<file path="src/rtl/mips_pkg.sv">
// Shared constants and types for the pipelined MIPS core: widths, opcodes,
// function codes and the control bundle carried from ID into EX.
package mips_pkg;

    localparam int DATA_W = 32;
    localparam int REG_AW = 5;

    localparam logic [5:0] OP_RTYPE = 6'b000000;
    localparam logic [5:0] OP_ADDI  = 6'b001000;
    localparam logic [5:0] OP_LW    = 6'b100011;
    localparam logic [5:0] OP_SW    = 6'b101011;
    localparam logic [5:0] OP_LH    = 6'b100001;
    localparam logic [5:0] OP_LHU   = 6'b100101;

    localparam logic [5:0] F_ADD  = 6'b100000;
    localparam logic [5:0] F_SUB  = 6'b100010;
    localparam logic [5:0] F_AND  = 6'b100100;
    localparam logic [5:0] F_OR   = 6'b100101;
    localparam logic [5:0] F_SLT  = 6'b101010;
    localparam logic [5:0] F_SLTU = 6'b101011;
    localparam logic [5:0] F_SLL  = 6'b000000;
    localparam logic [5:0] F_SRL  = 6'b000010;

    typedef struct packed {
        logic reg_write;
        logic mem_read;
        logic mem_write;
        logic mem_to_reg;
        logic alu_src;
    } ctrl_t;

endpackage

</file>
<file path="src/rtl/id_ex_stage_fwd_sel.sv">
// Priority operand bypass: EX/MEM result beats MEM/WB result beats the
// value registered at capture. Register 0 is never bypassed.
module fwd_sel #(
    parameter int DATA_W = 32,
    parameter int REG_AW = 5
) (
    input  logic [REG_AW-1:0] i_reg,
    input  logic [DATA_W-1:0] i_reg_data,
    input  logic              i_exm_reg_write,
    input  logic [REG_AW-1:0] i_exm_rd,
    input  logic [DATA_W-1:0] i_exm_data,
    input  logic              i_mw_reg_write,
    input  logic [REG_AW-1:0] i_mw_rd,
    input  logic [DATA_W-1:0] i_mw_data,
    output logic [DATA_W-1:0] o_data
);

    logic w_exm_hit;
    logic w_mw_hit;

    assign w_exm_hit = i_exm_reg_write && (i_exm_rd != '0) && (i_exm_rd == i_reg);
    assign w_mw_hit  = i_mw_reg_write && (i_mw_rd != '0) && (i_mw_rd == i_reg);

    always_comb begin
        o_data = i_reg_data;
        if (w_exm_hit) begin
            o_data = i_exm_data;
        end else if (w_mw_hit) begin
            o_data = i_mw_data;
        end
    end

endmodule

</file>
<file path="src/rtl/id_ex_stage.sv">
// ID/EX pipeline register with operand forwarding, WB bypass at capture,
// load-use stall detection and bubble insertion on stall/flush/invalid ID.
module id_ex_stage
    import mips_pkg::*;
#(
    parameter int DATA_W = mips_pkg::DATA_W,
    parameter int REG_AW = mips_pkg::REG_AW
) (
    input  logic              clk,
    input  logic              rst,
    input  logic              id_valid,
    input  logic [5:0]        id_op,
    input  logic [5:0]        id_func,
    input  logic [REG_AW-1:0] id_rs,
    input  logic [REG_AW-1:0] id_rt,
    input  logic [REG_AW-1:0] id_rd,
    input  logic [REG_AW-1:0] id_shamt,
    input  logic [DATA_W-1:0] id_rs_data,
    input  logic [DATA_W-1:0] id_rt_data,
    input  logic [15:0]       id_imm,
    input  logic              id_reg_write,
    input  logic              id_mem_read,
    input  logic              id_mem_write,
    input  logic              id_mem_to_reg,
    input  logic              id_alu_src,
    input  logic              id_reg_dst,
    input  logic              exm_reg_write,
    input  logic [REG_AW-1:0] exm_rd,
    input  logic [DATA_W-1:0] exm_alu_out,
    input  logic              mw_reg_write,
    input  logic [REG_AW-1:0] mw_rd,
    input  logic [DATA_W-1:0] mw_wdata,
    input  logic              flush,
    output logic              stall,
    output logic              ex_valid,
    output logic [5:0]        ex_op,
    output logic [5:0]        ex_func,
    output logic [REG_AW-1:0] ex_shamt,
    output logic [DATA_W-1:0] ex_in1,
    output logic [DATA_W-1:0] ex_in2,
    output logic [DATA_W-1:0] ex_store_data,
    output logic [REG_AW-1:0] ex_dest,
    output logic              ex_reg_write,
    output logic              ex_mem_read,
    output logic              ex_mem_write,
    output logic              ex_mem_to_reg
);

    // Handshake: an ID instruction is accepted at a rising edge only when
    // id_valid=1, stall=0 and flush=0; stall=1 means IF/ID must hold its
    // contents for that edge while EX receives a bubble.

    logic              r_valid;
    logic [5:0]        r_op;
    logic [5:0]        r_func;
    logic [REG_AW-1:0] r_shamt;
    logic [REG_AW-1:0] r_rs;
    logic [REG_AW-1:0] r_rt;
    logic [REG_AW-1:0] r_dest;
    logic [DATA_W-1:0] r_rs_data;
    logic [DATA_W-1:0] r_rt_data;
    logic [15:0]       r_imm;
    ctrl_t             r_ctrl;

    logic              w_uses_rt;
    logic              w_load_use;
    logic              w_capture;
    logic [DATA_W-1:0] w_rs_bypass;
    logic [DATA_W-1:0] w_rt_bypass;
    logic [DATA_W-1:0] w_fwd_a;
    logic [DATA_W-1:0] w_fwd_b;
    logic [DATA_W-1:0] w_imm_ext;

    assign w_uses_rt  = !id_alu_src || id_mem_write;
    assign w_load_use = r_valid && r_ctrl.mem_read && (r_dest != '0) && id_valid &&
                        ((r_dest == id_rs) || (w_uses_rt && (r_dest == id_rt)));
    assign w_capture  = id_valid && !flush && !w_load_use;

    // The register file is written at the end of the cycle, so a same-cycle
    // MEM/WB write must be picked up here rather than from the read port.
    assign w_rs_bypass = (mw_reg_write && (mw_rd != '0) && (mw_rd == id_rs)) ? mw_wdata : id_rs_data;
    assign w_rt_bypass = (mw_reg_write && (mw_rd != '0) && (mw_rd == id_rt)) ? mw_wdata : id_rt_data;

    always_ff @(posedge clk or posedge rst) begin
        if (rst) begin
            r_valid   <= 1'b0;
            r_op      <= '0;
            r_func    <= '0;
            r_shamt   <= '0;
            r_rs      <= '0;
            r_rt      <= '0;
            r_dest    <= '0;
            r_rs_data <= '0;
            r_rt_data <= '0;
            r_imm     <= '0;
            r_ctrl    <= '0;
        end else if (w_capture) begin
            r_valid   <= 1'b1;
            r_op      <= id_op;
            r_func    <= id_func;
            r_shamt   <= id_shamt;
            r_rs      <= id_rs;
            r_rt      <= id_rt;
            r_dest    <= id_reg_dst ? id_rd : id_rt;
            r_rs_data <= w_rs_bypass;
            r_rt_data <= w_rt_bypass;
            r_imm     <= id_imm;
            r_ctrl    <= '{reg_write:  id_reg_write,
                           mem_read:   id_mem_read,
                           mem_write:  id_mem_write,
                           mem_to_reg: id_mem_to_reg,
                           alu_src:    id_alu_src};
        end else begin
            // Bubble: zeroed indices keep it from ever matching a forward.
            r_valid   <= 1'b0;
            r_op      <= '0;
            r_func    <= '0;
            r_shamt   <= '0;
            r_rs      <= '0;
            r_rt      <= '0;
            r_dest    <= '0;
            r_rs_data <= '0;
            r_rt_data <= '0;
            r_imm     <= '0;
            r_ctrl    <= '0;
        end
    end

    fwd_sel #(.DATA_W(DATA_W), .REG_AW(REG_AW)) u_fwd_a (
        .i_reg           (r_rs),
        .i_reg_data      (r_rs_data),
        .i_exm_reg_write (exm_reg_write),
        .i_exm_rd        (exm_rd),
        .i_exm_data      (exm_alu_out),
        .i_mw_reg_write  (mw_reg_write),
        .i_mw_rd         (mw_rd),
        .i_mw_data       (mw_wdata),
        .o_data          (w_fwd_a)
    );

    fwd_sel #(.DATA_W(DATA_W), .REG_AW(REG_AW)) u_fwd_b (
        .i_reg           (r_rt),
        .i_reg_data      (r_rt_data),
        .i_exm_reg_write (exm_reg_write),
        .i_exm_rd        (exm_rd),
        .i_exm_data      (exm_alu_out),
        .i_mw_reg_write  (mw_reg_write),
        .i_mw_rd         (mw_rd),
        .i_mw_data       (mw_wdata),
        .o_data          (w_fwd_b)
    );

    assign w_imm_ext = {{(DATA_W-16){r_imm[15]}}, r_imm};

    assign stall         = w_load_use;
    assign ex_valid      = r_valid;
    assign ex_op         = r_op;
    assign ex_func       = r_func;
    assign ex_shamt      = r_shamt;
    assign ex_dest       = r_dest;
    assign ex_in1        = w_fwd_a;
    assign ex_in2        = r_ctrl.alu_src ? w_imm_ext : w_fwd_b;
    assign ex_store_data = w_fwd_b;
    assign ex_reg_write  = r_ctrl.reg_write;
    assign ex_mem_read   = r_ctrl.mem_read;
    assign ex_mem_write  = r_ctrl.mem_write;
    assign ex_mem_to_reg = r_ctrl.mem_to_reg;

endmodule

</file>
<file path="config.mk">
export PLATFORM = sky130hd
export DESIGN_NAME = id_ex_stage
export DESIGN_NICKNAME = d
export VERILOG_FILES = /design/src/rtl/mips_pkg.sv /design/src/rtl/id_ex_stage_fwd_sel.sv /design/src/rtl/id_ex_stage.sv
export SDC_FILE = /design/constraint.sdc
export NUM_CORES = 1
export LEC_CHECK = 0
export BUFFER_PORTS_ARGS = -buffer_cell sky130_fd_sc_hd__buf_2
export CORE_AREA = 2 2 124 126
export CTS_CLUSTER_DIAMETER = 200
export DETAILED_ROUTE_END_ITERATION = 10
export DIE_AREA = 0 0 126 128
export GPL_ROUTABILITY_DRIVEN = 0
export PLACE_DENSITY = 0.78
export SLEW_MARGIN = 10
export SYNTH_ARGS = -nofsm -noshare
export SYNTH_HDL_FRONTEND = slang
export SYNTH_SLANG_ARGS = --single-unit
</file>
<file path="constraint.sdc">
create_clock -name clk -period 5.25 [get_ports clk]
set_input_delay 0.7875 -clock clk [delete_from_list [all_inputs] [get_ports clk]]
set_output_delay 0.7875 -clock clk [all_outputs]
set_load 0.02 [all_outputs]
</file>
==> Yosys cells after proc, flatten, opt, wreduce, memory -nomap -nowiden <==
Cells that the tools add are included.
Widths: inputs -> output; s select.
{ "totals": {"regBits": 118, "inputBits": 198, "output_inout_bits": 124, "word_cells": 65} }
{ "op_classes": {"n_eq_ne": 8, "muxes": 19, "n_reduce_logical": 23} }
{ "op_table": {"columns": ["op", "n"], "rows": [
  ["$mux 32", 9],
  ["$eq 5x5->1", 8],
  ["$mux 5", 6],
  ["$mux 16", 1],
  ["$logic_and 1x1->1", 15],
  ["$reduce_bool 5->1", 3],
  ["$mux 6", 2],
  ["$logic_not 1->1", 3],
  ["$logic_or 1x1->1", 2],
  ["$mux 1", 1]
]} }

==> Depth between registers and ports, before layout <==
Gate-level depths: netlist of the first run.
{ "logic_depth": {"word_depth": 8, "depth_mapped": 8, "depth_no_buf": 5} }

==> Modules after synthesis <==
From an unflattened synthesis of the first run, not the netlist that was laid out.
{ "unflattened": {"hier_cells": 966, "area_unflattened_um2": 8758.4} }
{ "modules_own_cells": {"columns": ["module", "n_inst", "cells_each", "area_each_um2", "seq_area_each_um2"], "rows": [
  ["id_ex_stage", 1, 596, 6423.7, 2952.8],
  ["fwd_sel", 2, 185, 1167.4, 0.0]
]} }

==> Least setup slack after synthesis of the first run <==
No wires, ideal clock.
{ "synth_timing": {"kind": "input to output", "start": "input mw_rd[4]", "end": "output ex_in2[10]", "arrival_time_ns": 2.761, "required_time_ns": 4.463, "slack_ns": 1.702, "stages": 7, "path_buffers": 2, "cell_sequence": "buf_2 > or4_4 > o211a_1 > clkbuf_1 > a21boi_0 > a211oi_2 > o31ai_1"} }
{ "synth_between": {"elab_chain_len": 6, "word_cells_on_any_way": 7, "cone_classes": "1 x eq/ne; 3 x mux; 3 x reduce/logical"} }
{ "synth_lines": {"columns": ["element", "line", "text"], "rows": [
  ["from (decl)", "id_ex_stage.sv:31", "input logic [REG_AW-1:0] mw_rd,"],
  ["$reduce_bool 5->1", "id_ex_stage_fwd_sel.sv:22", "assign w_mw_hit = i_mw_reg_write && (i_mw_rd != '0) && (i_mw_rd == i_reg);"],
  ["$logic_and 1x1->1", "id_ex_stage_fwd_sel.sv:22", null],
  ["$logic_and 1x1->1 (*)", "id_ex_stage_fwd_sel.sv:22", null],
  ["$mux 32 (*)", "id_ex_stage_fwd_sel.sv:28", "end else if (w_mw_hit) begin"],
  ["$mux 32 (*)", "id_ex_stage_fwd_sel.sv:26", "if (w_exm_hit) begin"],
  ["$mux 32 (*)", "id_ex_stage.sv:162", "assign ex_in2 = r_ctrl.alu_src ? w_imm_ext : w_fwd_b;"],
  ["to (decl)", "id_ex_stage.sv:40", "output logic [DATA_W-1:0] ex_in2,"]
]} }
Mark *: on every way between the ends. The rest lies on a longest branch, timed or not.

==> Worst setup path in the final report of the first run <==
{ "layout_timing": {"start": "input mw_rd[3]", "end": "output ex_in2[3]"} }
Same word-level chain as after synthesis.

==> flow_summary.ini, run 1 <==
[global_routing]
overflow = 0
antenna_found_initial = 0
grt_pass1_wl_mm = 34.38
grtUsageTotal = 0.2728
grt_max_degree = 81
grt_pass1_vias = 6705

[final_layout]
drive_gt1_frac = 0.3696
final_cells = 1281
final_common_cell = buf_2
final_cell_area_mm2 = 0.009145
nets = 1278
finish.utilization = 0.6152
layout_common_cells = 321 x buf_2, 215 x nor2_1, 117 x dfrtp_1
n_antenna_cell = 0
area_delta_synth_final_pct = 33.74
reg_top3 = r_rs_data (32), r_rt_data (32), r_imm (16)

[logic_synthesis]
synth_ff_type = dfrtp_1
syn-mean-instance-area_um2 = 8.655
ys_types = 36
synth_compound_area_frac = 0.1656
synth_xor_area_frac = 0.05124
yosys_warnings = 0
yosysSeqAreaShare = 0.4318
synth_cells = 790
synth_edf_count = 0
mappedNetlistArea_mm2 = 0.006838
synth_top_family_by_area = simple AND/OR/NAND/NOR gates
synthArstFlopShare = 1.000
synth_seq_cells = 118
synthSimpleGateAreaFrac = 0.1824
syn-num-nets = 988
yosys.area_share.adder = 0
synth_mux_area_frac = 0.1010

[clocking]
postCtsHoldBufs = 0
cts-resized-gates = 0
cts_tree = yes
clock_latency_ps = 400
htree_levels = 4
cts_inserted_buffers = 17
cts.clk_slew.worst_paths_ps = 60
cts.sinks = 118
cts.path.max_buffers = 2
cts_root_buf = clkbuf_16
cts_setup_buffers = 0

[setup_path]
r2r_setup_slack_ps = 2630
cp.arrival_ps = 3370
worstPathRequired_ps = 4460
critPathCaptureType = output pin
path_max_fanout = 33
start_kind = input port
worstReg2RegEnd = r_rs_data[0]$_DFF_PP0_
critical_path_class = input port to output pin
reg2regPathDepth = 6
critPathLaunch = mw_rd[3]
crit_end = ex_in2[3]
r2r_start = ex_dest[3]$_DFF_PP0_

[power]
ir_worst_vdd_uv = 222.3
power.leakage_uw = 0.004732
powerDensity_mw_per_mm2 = 281.8

[sta]
rsz0062_at_grt = false
max-slew-margin-rel = 0.2692
finalSetupViolations = 0
skew_ps = 4.919
slew_violations = 0
tightest_slew_ps = 1096
post-route-min-period_ps = 4157
timing.fmax_mhz = 240.5
hold_viol = 0
period_share = 0.7919
fin_setup_tns_ps = 0

[run]
drv_cap = 0

[die]
start_util = 0.4600
ios = 322
core_area_mm2 = 0.01486
rows = 45
die_w_um = 126
die_area_mm2 = 0.01613
chipHeight_um = 128

[placement]
hpwl_mm = 15.64
io_buffers = 321
placed_cell_area_mm2 = 0.008546
dp.cells = 1249

[routing]
post_drt_wl_per_cell_um = 17.34
drc = 0
first_pass_iters = 5
postRouteWirelength_mm = 22.21
first_iter_violations = 463
vias = 6734
antenna_left = 0
via_per_inst = 5.257

[outcome]
status = finished clean

[worst_hold_path]
hold_class = input port to async pin
per-stage QoR:
step	setup slack (ps)	hold WS (ps)	power, uW
final	1093	556.2	2577
after global routing	898.4	572.9	2685
after CTS	1045	562.8	2600
after detailed placement	1059	974.5	1432
after global placement	1086	963.2	1424
after floorplan	1333	893.7	1230
power by group:
group	internal (uW)	switching [uW]	total, uW	leakage [uW]
registers	946	18.8	965	0.00159
logic	174	277	452	0.00287
clock network	755	406	1160	0.000281
worst min-delay path by stage:
| stage | start | depth (start not counted) | slack, ps | to |
|---|---|---|---|---|
| global placement | ex_valid$_DFF_PP0_ | 3 | 960 | ex_valid$_DFF_PP0_ |
| finish | rst | 3 | 560 | r_imm[7]$_DFF_PP0_ |
| floorplan | id_func[0] | 2 | 890 | ex_func[0]$_DFF_PP0_ |
| global route | id_reg_write | 3 | 570 | ex_reg_write$_DFF_PP0_ |
| CTS | rst | 3 | 560 | r_imm[7]$_DFF_PP0_ |
| detailed placement | ex_valid$_DFF_PP0_ | 3 | 970 | ex_valid$_DFF_PP0_ |
cells by family (layout without fill, tap and decap cells):
family                 after synthesis  after routing
multiplexers                        69             69
AO/OA/AOI/OAI                      137            137
buffers and inverters              111            414
flip-flops                         118            118
XOR/XNOR                            40             40
AND/OR/NAND/NOR                    315            315
worst max-delay path, cell delays in order:
cell and delay (ps):
buf_2 150, xnor2_1 170, o211a_1 160, buf_4 310, and2_2 950, a211oi_2 200
o31ai_1 370, buf_2 240
per-layer routing:
layer  vias to the layer above  GRT usage  part of all wire  routed length, um
li1                       3202          -                 -                  -
met1                      3192     0.3282              0.40               8921
met2                       298     0.4741              0.50              11140
met3                        42    0.06177             0.072               1610
met4                         0     0.1118             0.024                539
met5                         -          0                 0                  0
area by class of cell:
class	instances	area, um2
clock buffers	19	442.9
clock inverters	13	156.4
fillers	1351	5719
inverters	50	190.2
multi-input cells	561	3465
flip-flops and latches	118	2954
well taps	188	235.2
repair buffers	332	1702
cell usage after synthesis, drive strengths merged (25+ instances only):
master,count,share of area
clkbuf,36,0.020
nor2,216,0.12
inv,50,0.027
mux2i,69,0.10
o31ai,32,0.035
dfrtp,118,0.43
buf,25,0.021
nand2,80,0.044
a21boi,32,0.035
a31oi,32,0.029
a211oi,32,0.057
(Power assumes the default switching activity.)
==> run 2, diff against run 1 <==
CORE_AREA = 2 2 130 132   (was 2 2 124 126)
DIE_AREA = 0 0 132 134   (was 0 0 126 128)
PLACE_DENSITY = 0.74   (was 0.78)
clock period = 3.6 ns   (was 5.25 ns; I/O delays follow)
==> run 2 against run 1 <==
Register-to-register slack got worse by 1100 ps. Critical path type is now flop to output pin. Utilization fell by 4.6 points. Sequential share of layout area fell by 0.43 points. Routed wire length rose by 5.1%. Non-clock buffer count rose by 10. Global-route usage fell by 0.88 points. Cell area rose by 1.4%.
==> flow_summary.ini, run 2 (synthesis gave the netlist of run 1 again) <==
[global_routing]
grt_pass1_wl_mm = 36.67
grtUsageTotal = 0.2639
grt_pass1_vias = 7041
antenna_found_initial = 4
grt_max_degree = 62
overflow = 0

[routing]
post_drt_wl_per_cell_um = 17.62
postRouteWirelength_mm = 23.35
vias = 6833
antenna_left = 0
first_pass_iters = 5
first_iter_violations = 426
drc = 0
via_per_inst = 5.157

[sta]
hold_viol = 0
timing.fmax_mhz = 291.0
final_critical_path_setup_slack_ps = 163.6
tightest_slew_ps = 1185
post-route-min-period_ps = 3436
skew_ps = 8.416
fin_setup_tns_ps = 0
finalSetupViolations = 0
period_share = 0.9546
rsz0062_at_grt = false
timing.hold.ws_ps = 313.2
max-slew-margin-rel = 0.2040
slew_violations = 0

[clocking]
htree_levels = 4
cts_setup_buffers = 0
clock_latency_ps = 410
cts_root_buf = clkbuf_16
cts.path.max_buffers = 2
cts.sinks = 118
cts.clk_slew.worst_paths_ps = 60
cts_tree = yes
cts-resized-gates = 0
postCtsHoldBufs = 0
cts_inserted_buffers = 17

[die]
chipHeight_um = 134
rows = 47
ios = 322
die_w_um = 132
start_util = 0.4198
die_area_mm2 = 0.01769
core_area_mm2 = 0.01629

[placement]
pre_cts_ws_ps = 332.7
hpwl_mm = 17.15
placed_cell_area_mm2 = 0.008701
io_buffers = 321

[power]
ir_worst_vdd_uv = 276.7
powerDensity_mw_per_mm2 = 397.4
p_total_uw = 3683
power.leakage_uw = 0.004784

[setup_path]
cp_slowest_cell = nor2_4
worstPathRequired_ps = 3060
path_cells = xnor2_1 > nand4_1 > nor2_4 > buf_4 > a211oi_2 > o31ai_1 > buf_2
critPathBufInv = 2
crit_family = simple AND/OR/NAND/NOR gates
start_kind = flop
critPathCaptureType = output pin
worstReg2RegEnd = r_rs_data[16]$_DFF_PP0_
r2r_setup_slack_ps = 1520
critical_path_class = flop to output pin
max_stage_delay_ps = 800
reg2regPathDepth = 6
path_max_fanout = 26
cp.arrival_ps = 2900
r2r_start = ex_dest[3]$_DFF_PP0_

[final_layout]
final_cell_area_mm2 = 0.009269
area_delta_synth_final_pct = 35.55
drive_gt1_frac = 0.3757
reg_top3 = r_rs_data (32), r_rt_data (32), r_imm (16)
final_common_cell = buf_2
nets = 1288
layout_common_cells = 321 x buf_2, 215 x nor2_1, 117 x dfrtp_1

[outcome]
status = finished clean

[run]
drv_cap = 0

[worst_hold_path]
hold_class = input port to async pin
==> run 2: cell types whose count changed in the layout (fill, tap and decap cells not counted) <==
cell	before	now
bufinv_16	3	1
inv_4	1	0
buf_4	10	17
diode_2	0	3
clkinv_2	4	6
and3_1	1	0
clkinvlp_4	5	2
clkbuf_8	1	4
buf_12	1	4
and3_2	0	1
==> run 2: how the worst max path moves through the flow <==
stage,from,endpoint,slack (ps),cells after the start
3_3_place_gp,exm_rd[1],ex_in2[8],380,8
4_1_cts,r_rt[0]$_DFF_PP0_,ex_in2[8],140,7
2_1_floorplan,mw_rd[4],ex_in2[10],550,7
5_1_grt,r_rt[2]$_DFF_PP0_,ex_in2[8],40,7
3_5_place_dp,mw_rd[4],r_rt_data[28]$_DFF_PP0_,330,7
6_report,r_rt[4]$_DFF_PP0_,ex_in2[8],160,7
==> run 2: per-layer routing <==
layer,vias to the layer above,GRT usage,share of wire
li1,3233,-,-
met1,3244,0.3103,0.41
met2,304,0.4670,0.50
met3,50,0.06727,0.067
met4,2,0.09601,0.023
met5,-,0,0.00047
==> run 2: area by class of cell <==
cell class	instances	area, um2
fillers	1509	7020
multi-input cells	561	3466
flip-flops and latches	118	2954
repair buffers	342	1814
clock buffers	22	484.2
well taps	220	275.3
inverters	50	191.4
clock inverters	9	76.32
diodes	3	7.507
==> run 2: per-stage QoR <==
step / utilization / instances
after CTS: 0.5686 / 1322
after detailed placement: 0.5341 / 1291
after global placement: 0.5341 / 1291
after floorplan: - / 790
final: 0.5690 / 1325
after global routing: 0.5687 / 1323
==> run 2: power by group <==
| part | total, uW | switching (uW) | internal [uW] | leakage [uW] |
|---|---|---|---|---|
| registers | 1400 | 24.6 | 1380 | 0.00159 |
| clock network | 1610 | 599 | 1010 | 0.000281 |
| logic | 670 | 411 | 259 | 0.00292 |
| total | 3680 | 1030 | 2650 | 0.00478 |
